`src/rtl/account_auth.sv`:
```
// account_auth: card/PIN authentication front end with a small account table.
// Holds a PIN, a balance and a failure count for each account, runs the card
// and PIN handshake, and stores the final session balance when the card is
// ejected.
// Optional feature: define AUTH_LOCKOUT_EN to lock an account after three
// consecutive PIN mismatches. Without it, retries are unlimited and
// card_reject/locked stay 0.
module account_auth #(
  parameter int unsigned ACCOUNTS      = 4,
  parameter int unsigned ID_WIDTH      = 2,
  parameter int unsigned balance_width = 20,
  parameter int unsigned PIN_DIGITS    = 4
) (
  input  logic                     clk,
  input  logic                     rst,
  input  logic                     prog_en,
  input  logic [ID_WIDTH-1:0]      prog_id,
  input  logic [4*PIN_DIGITS-1:0]  prog_pin,
  input  logic [balance_width-1:0] prog_balance,
  input  logic                     card_in,
  input  logic [ID_WIDTH-1:0]      card_id,
  input  logic                     digit_valid,
  input  logic [3:0]               digit,
  input  logic                     timeout,
  input  logic                     card_out,
  input  logic [balance_width-1:0] wb_balance,
  output logic                     psw_en,
  output logic [balance_width-1:0] current_balance,
  output logic                     wrong_psw,
  output logic                     pin_ok,
  output logic                     card_reject,
  output logic                     locked,
  output logic                     busy
);

  localparam int unsigned PIN_W  = 4 * PIN_DIGITS;
  localparam int unsigned CNT_W  = $clog2(PIN_DIGITS + 1);
  localparam int unsigned FAIL_W = 2;
  localparam logic [FAIL_W-1:0] FAIL_MAX = FAIL_W'(3);

  typedef enum logic [2:0] {
    IDLE,
    LOAD,
    ENTRY,
    CHECK,
    SESSION
  } state_t;

  state_t                   state;
  logic [PIN_W-1:0]         pin_tab  [ACCOUNTS];
  logic [balance_width-1:0] bal_tab  [ACCOUNTS];
  logic [FAIL_W-1:0]        fail_tab [ACCOUNTS];
  logic [ID_WIDTH-1:0]      sel_id;
  logic [PIN_W-1:0]         pin_sr;
  logic [CNT_W-1:0]         dig_cnt;
  logic [FAIL_W-1:0]        fail_inc;

`ifdef AUTH_LOCKOUT_EN
  logic [ACCOUNTS-1:0]      lock_tab;
`else
  assign card_reject = 1'b0;
  assign locked      = 1'b0;
`endif

  // Saturating next fail count of the session account.
  always_comb begin
    fail_inc = fail_tab[sel_id];
    if (fail_tab[sel_id] != FAIL_MAX) begin
      fail_inc = fail_tab[sel_id] + FAIL_W'(1);
    end
  end

  // Session FSM, account table and registered outputs.
  always_ff @(posedge clk) begin
    if (rst) begin
      state           <= IDLE;
      sel_id          <= '0;
      pin_sr          <= '0;
      dig_cnt         <= '0;
      current_balance <= '0;
      psw_en          <= 1'b0;
      wrong_psw       <= 1'b0;
      pin_ok          <= 1'b0;
      busy            <= 1'b0;
      for (int i = 0; i < int'(ACCOUNTS); i++) begin
        pin_tab[i]  <= '0;
        bal_tab[i]  <= '0;
        fail_tab[i] <= '0;
      end
`ifdef AUTH_LOCKOUT_EN
      lock_tab    <= '0;
      card_reject <= 1'b0;
      locked      <= 1'b0;
`endif
    end else begin
      psw_en    <= 1'b0;
      wrong_psw <= 1'b0;
      pin_ok    <= 1'b0;
`ifdef AUTH_LOCKOUT_EN
      card_reject <= 1'b0;
`endif
      case (state)
        IDLE: begin
          if (prog_en) begin
            pin_tab[prog_id]  <= prog_pin;
            bal_tab[prog_id]  <= prog_balance;
            fail_tab[prog_id] <= '0;
`ifdef AUTH_LOCKOUT_EN
            lock_tab[prog_id] <= 1'b0;
            if (prog_id == sel_id) begin
              locked <= 1'b0;
            end
`endif
          end else if (card_in) begin
            sel_id <= card_id;
            state  <= LOAD;
            busy   <= 1'b1;
`ifdef AUTH_LOCKOUT_EN
            locked <= lock_tab[card_id];
`endif
          end
        end

        LOAD: begin
          if (timeout) begin
            state <= IDLE;
            busy  <= 1'b0;
`ifdef AUTH_LOCKOUT_EN
          end else if (lock_tab[sel_id]) begin
            card_reject <= 1'b1;
            state       <= IDLE;
            busy        <= 1'b0;
`endif
          end else begin
            psw_en          <= 1'b1;
            current_balance <= bal_tab[sel_id];
            pin_sr          <= '0;
            dig_cnt         <= '0;
            state           <= ENTRY;
          end
        end

        ENTRY: begin
          if (timeout) begin
            state <= IDLE;
            busy  <= 1'b0;
          end else if (digit_valid && (digit <= 4'd9)) begin
            // First digit ends up in the most significant nibble.
            pin_sr  <= (pin_sr << 4) | PIN_W'(digit);
            dig_cnt <= dig_cnt + CNT_W'(1);
            if (dig_cnt == CNT_W'(PIN_DIGITS - 1)) begin
              state <= CHECK;
            end
          end
        end

        CHECK: begin
          if (timeout) begin
            state <= IDLE;
            busy  <= 1'b0;
          end else if (pin_sr == pin_tab[sel_id]) begin
            pin_ok           <= 1'b1;
            fail_tab[sel_id] <= '0;
            state            <= SESSION;
          end else begin
            wrong_psw        <= 1'b1;
            fail_tab[sel_id] <= fail_inc;
            pin_sr           <= '0;
            dig_cnt          <= '0;
            state            <= ENTRY;
`ifdef AUTH_LOCKOUT_EN
            if (fail_inc == FAIL_MAX) begin
              lock_tab[sel_id] <= 1'b1;
              locked           <= 1'b1;
              state            <= IDLE;
              busy             <= 1'b0;
            end
`endif
          end
        end

        SESSION: begin
          if (card_out) begin
            bal_tab[sel_id] <= wb_balance;
            current_balance <= wb_balance;
            state           <= IDLE;
            busy            <= 1'b0;
          end
        end

        default: begin
          state <= IDLE;
          busy  <= 1'b0;
        end
      endcase
    end
  end

endmodule

```
`config.mk`:
```
export PLATFORM = sky130hd
export DESIGN_NAME = account_auth
export DESIGN_NICKNAME = d
export VERILOG_FILES = /design/src/rtl/account_auth.sv
export SDC_FILE = /design/constraint.sdc
export NUM_CORES = 1
export LEC_CHECK = 0
export BUFFER_PORTS_ARGS = -buffer_cell sky130_fd_sc_hd__buf_4
export CORE_ASPECT_RATIO = 0.75
export CORE_MARGIN = 2
export CORE_UTILIZATION = 63
export DETAILED_ROUTE_END_ITERATION = 7
export PLACE_DENSITY = 0.93
export SLEW_MARGIN = 40
export SYNTH_ARGS = -nofsm -noshare
export SYNTH_HDL_FRONTEND = slang
export SYNTH_SLANG_ARGS = --single-unit
```
`constraint.sdc`:
```
create_clock -name clk -period 7.14 [get_ports clk]
set_clock_uncertainty 0.05 [all_clocks]
set_input_delay 1.071 -clock clk [delete_from_list [all_inputs] [get_ports clk]]
set_output_delay 1.071 -clock clk [all_outputs]
set_load 0.03 [all_outputs]
```
* Yosys cells after proc, flatten, opt, wreduce, memory -nomap -nowiden
Memories as Yosys holds them, arrays and structs flattened. A register that Yosys moved wholly into a read port is not among the register bits.
Index checks and enable logic that the tools add are counted.
** Operators by class
- Add/subtract/negate cells :: 1
- $mul :: 0
- Divide/modulo/power cells :: 0
- Magnitude comparators :: 1
- Equality and inequality tests :: 17
- Shift-type cells :: 0
- Multiplexer cells :: 56
- Bitwise gates (word level) :: 4
- Reductions and logical operators :: 15
** Operator list (count)
- 2-to-1 mux 16 bit :: 6
- 2-to-1 mux 20 bit :: 4
- one-hot mux 16 bit (3 select lines) :: 1
- one-hot mux 20 bit (2 select lines) :: 1
- OR reduction 20 bit :: 2
- 2-to-1 mux 3 bit :: 13
- 2-to-1 mux 1 bit :: 20
- equality test 16 bit :: 1
- 2-to-1 mux 2 bit :: 8
- != test 2 bit, second input constant :: 8
- bitwise OR 16 x 4 -> 16 bit :: 1
- OR reduction 16 bit :: 1
- one-hot mux 3 bit (5 select lines) :: 1
- equality test 3 x 2 -> 1 bit, second input constant :: 3
- one-hot mux 3 bit (3 select lines) :: 1
- != test 3 bit, second input constant :: 2
- AND reduction 3 bit :: 2
- AND reduction 6 bit :: 1
- OR reduction 3 bit :: 2
- AND reduction 5 bit :: 1
- less-or-equal comparator 4 bit, second input constant :: 1
- AND reduction 4 bit :: 1
- adder 3 x 1 -> 3 bit, second input constant :: 1
- equality test 3 x 1 -> 1 bit, second input constant :: 1
- other kinds (9) :: 11
** Storage, ports and cells
- Bits in registers :: 48
- Latch bits :: 0
- Memory bits (writable) :: 144
- ROM bits :: 0
- Output and inout port bits :: 26
- Memories :: 2
** Memory list
- bal_tab :: words 4, width 20, rd ports 1, clocked after Yosys merged registers in 1, write ports 4, RTL line 51 : logic [balance_width-1:0] bal_tab [ACCOUNTS];
- pin_tab :: words 4, width 16, rd ports 1, clocked after Yosys merged registers in 1, write ports 4, RTL line 50 : logic [PIN_W-1:0] pin_tab [ACCOUNTS];

* Logic depth before layout (Yosys ltp)
- Depth after elaboration :: 7
- Depth in mapped cells :: 10
- Gate-level depth less buffers :: 6

* Worst setup path after synthesis
No wires, ideal clock.
- Path kind :: input port to flip-flop
- From :: input prog_en
- To :: memory bal_tab[2][0] (enable)
- Setup time :: 377 ps
- Arrival :: 2974 ps
- Data required time :: 6713 ps
- Setup slack :: 3739 ps
- Stages on the path :: 6
- Cell sequence :: nor4b_2 -> nand2_1 -> nor3b_1 -> a31oi_1 -> clkbuf_1 -> nand2_1
** RTL lines
- from (decl) :: RTL line 16 : input logic prog_en,
- to (decl) :: RTL line 51

==> impl_metrics.tcl <==
set metrics [dict create \
    ys_seq_area_share_pct 62.0 \
    final_common_cell "edfxtp_1" \
    tns_ps 0 \
    dpl.hpwl_um 13400 \
    drive_gt1_share_pct 24.7 \
    p_sw_mw 0.558 \
    tightestPinTransition_ps 859 \
    ys_ff_latch 194 \
    postCtsSetupRepairBufs 0 \
    post_cts_resized 0 \
    ant_nets 0 \
    crit_top_cell "nand2_1" \
    die_h_um 105 \
    vias 5863 \
    slew_headroom_pct 42.6 \
    leakagePower_nw 3.75 \
    worstSetupStartpointType "flop" \
    drv_cap 0 \
    vdd_drop_max_mv 0.194 \
    whs_path_depth 2 \
    worstPathMaxFanout 22 \
    clock_tree.buffer_depth 2 \
    grt_pass1_vias 5898 \
    arrival_ps 3720 \
    crit_slowest_cell "nand2_2" \
    cts_hold_buf 0 \
    rsz0062_at_grt "false" \
    clkSinkCount 194 \
    ff_latch_area_um2 5330 \
    fin_hold_ws_ps 431 \
    fin_crit_ps 3680 \
    io_pins 97 \
    yosys.area.top_type "edfxtp_1" \
    rows 36 \
    numCtsBuffers 17 \
    fin_area_um2 10000 \
    endpoint_kind "flop" \
    fmax_mhz 271 \
    wl_um 21500 \
    wl_per_cell_um 23.6 \
    vias_per_cell 6.44 \
    status "completed" \
    internal_power_mw 1.90 \
    clock_latency_ps 450 \
    yosysTopAreaCellShare_pct 50.3 \
    antennaDiodeCount 0 \
    p_comb_share_pct 8.7 \
    cts-root-buf "clkbuf_16" \
    cp.depth 6 \
    cpPeakStageDelay_ps 680 \
    synth_cell_types 39 \
    grt_usage_pct 30.8 \
    route.detailed.drc 0 \
    final_util_pct 76.3 \
    crit_type "flop to flop" \
    grt_antenna_before_repair 0 \
    r2r_cells 6 \
    place.gp.congestion 0.850 \
    final_nets 800 \
    first_pass_iters 5 \
    hold_viol 0 \
    ys_warn_count 0 \
    numPortBuffers 94 \
    overflow 0 \
    core_area_um2 13200 \
    drtIter0Drc 737 \
    pwr-share-seq_pct 52.6 \
    multiInputGateArea_um2 3040 \
    final_cell_mix "edfxtp_1, buf_4, nor2_1" \
    nFillCells 706 \
    required_ps 7170 \
    area_growth_pct 16.7 \
    syn_inst 649 \
    p_per_area_nw_per_um2 245 \
    cts_max_level 4 \
    hold_path.class "flop to flop" \
    grt_max_degree 41 \
    synth.area.top_cells "edfxtp_1, dfxtp_1, mux4_2" \
    cts_tree "yes" \
    power_frac_clock_pct 38.7 \
    synthesis.area_um2 8590 \
    die_x_um 139 \
    crit_family "simple AND/OR/NAND/NOR gates" \
    syn_area_per_cell_um2 13.2 \
    grt_pass1_wl_um 33500 \
    fin_crit_sh_pct 51.6 \
    path_cells "nor3b_2, buf_4, nand2_1, o32ai_1, nand2_1, nand2_2" \
    maxSlewViolCount 0 \
    die_area_um2 14600 \
    p_sw_share_pct 22.7 \
    worst-path-buf-inv 1 \
    setup_viol 0 \
    path_clk_slew_ps 70 \
    placed_area_um2 9450 \
    start_util_pct 65.3 \
]
## cells by family after synthesis
kind of cell	count (synthesis)	synth area share, %
adder cells (fa/ha/maj)	2	0.291
buffers and inverters	71	3.68
flip-flops	194	62.0
AO/OA/AOI/OAI	58	4.72
AND/OR/NAND/NOR	230	13.2
XOR/XNOR	16	1.63
other	1	0.0436
multiplexers	77	14.4
## power groups by stage
stage / Clock [mW] / Combinational (mW) / Sequential, mW
6_report: 0.950 / 0.213 / 1.29
5_1_grt: 0.992 / 0.224 / 1.30
4_1_cts: 0.951 / 0.210 / 1.29
3_5_place_dp: 0 / 0.205 / 1.31
3_3_place_gp: 0 / 0.193 / 1.31
2_1_floorplan: 0 / 0.118 / 1.31
## final cells by class
| type | count | share of cell area, % |
|---|---|---|
| tap | 171 | 2.13 |
| multi-input combinational | 385 | 30.3 |
| clock inverter | 15 | 1.47 |
| timing repair buffer | 104 | 7.78 |
| sequential | 194 | 53.1 |
| inverter | 25 | 0.936 |
| clock buffer | 17 | 4.24 |
## worst reg2reg max path, delay by kind of cell, from the launching register on
family	cells	cell delay (ps)
and+or+nand+nor	4	1830
DFF	1	540
AOI/OAI and AO/OA	1	480
buffers and inverters	1	410
## synth_stat cells
master	n
edfxtp_1	144
nor2_1	89
dfxtp_1	50
and2_1	49
nand2_1	45
mux2i_1	41
clkbuf_1	36
mux4_2	31
inv_1	25
a211oi_1	20
a22oi_1	20
and3_1	18
xnor2_1	16
a21oi_1	6
nand4_1	6
mux4_1	5
o21ai_0	5
buf_2	4
nor3b_1	4
or2_2	4
a31oi_1	3
nor2b_1	3
nor3_1	3
buf_4	2
buf_6	2
buf_8	2
ha_1	2
nand2b_1	2
o32ai_1	2
conb_1	1
nand3_1	1
nand4b_1	1
nor4_4	1
nor4b_1	1
nor4b_2	1
o21a_1	1
o22ai_1	1
or3b_2	1
or4b_2	1
## stage by stage
| step | total power, mW | setup WS [ps] | std cells |
|---|---|---|---|
| global route | 2.51 | 3290 | 911 |
| CTS | 2.45 | 3290 | 911 |
| global placement | 1.50 | 2770 | 879 |
| finish | 2.45 | 3460 | 911 |
| floorplan | 1.43 | 3740 | 650 |
| detailed placement | 1.52 | 2950 | 879 |
## state kept, by name, summed over array words and instances (netlist names), 2 cells and up, named ones only
signal	count
bal_tab	80
sel_id	2
dig_cnt	3
state	3
pin_sr	16
pin_tab	64
current_balance	20
## layer usage
metal / share of wire [%] / GRT usage (%)
met1: 37 / 40.3
met2: 50 / 50.0
met3: 10 / 8.11
met4: 3.0 / 12.2
met5: 0 / 0
## path summary, 6_finish.rpt
check / startpoint / endpoint / slack, ps
worst max-delay path: state[2]$_SDFFE_PP0P_ / bal_tab[1][0]$_SDFFCE_PN0P_ / 3460
worst min-delay path: dig_cnt[1]$_SDFFE_PP0P_ / dig_cnt[1]$_SDFFE_PP0P_ / 430
worst max register to register: state[2]$_SDFFE_PP0P_ / bal_tab[1][0]$_SDFFCE_PN0P_ / 3460
worst min register to register: dig_cnt[1]$_SDFFE_PP0P_ / dig_cnt[1]$_SDFFE_PP0P_ / 430
Note: power is estimated with default switching activity, not from simulation.
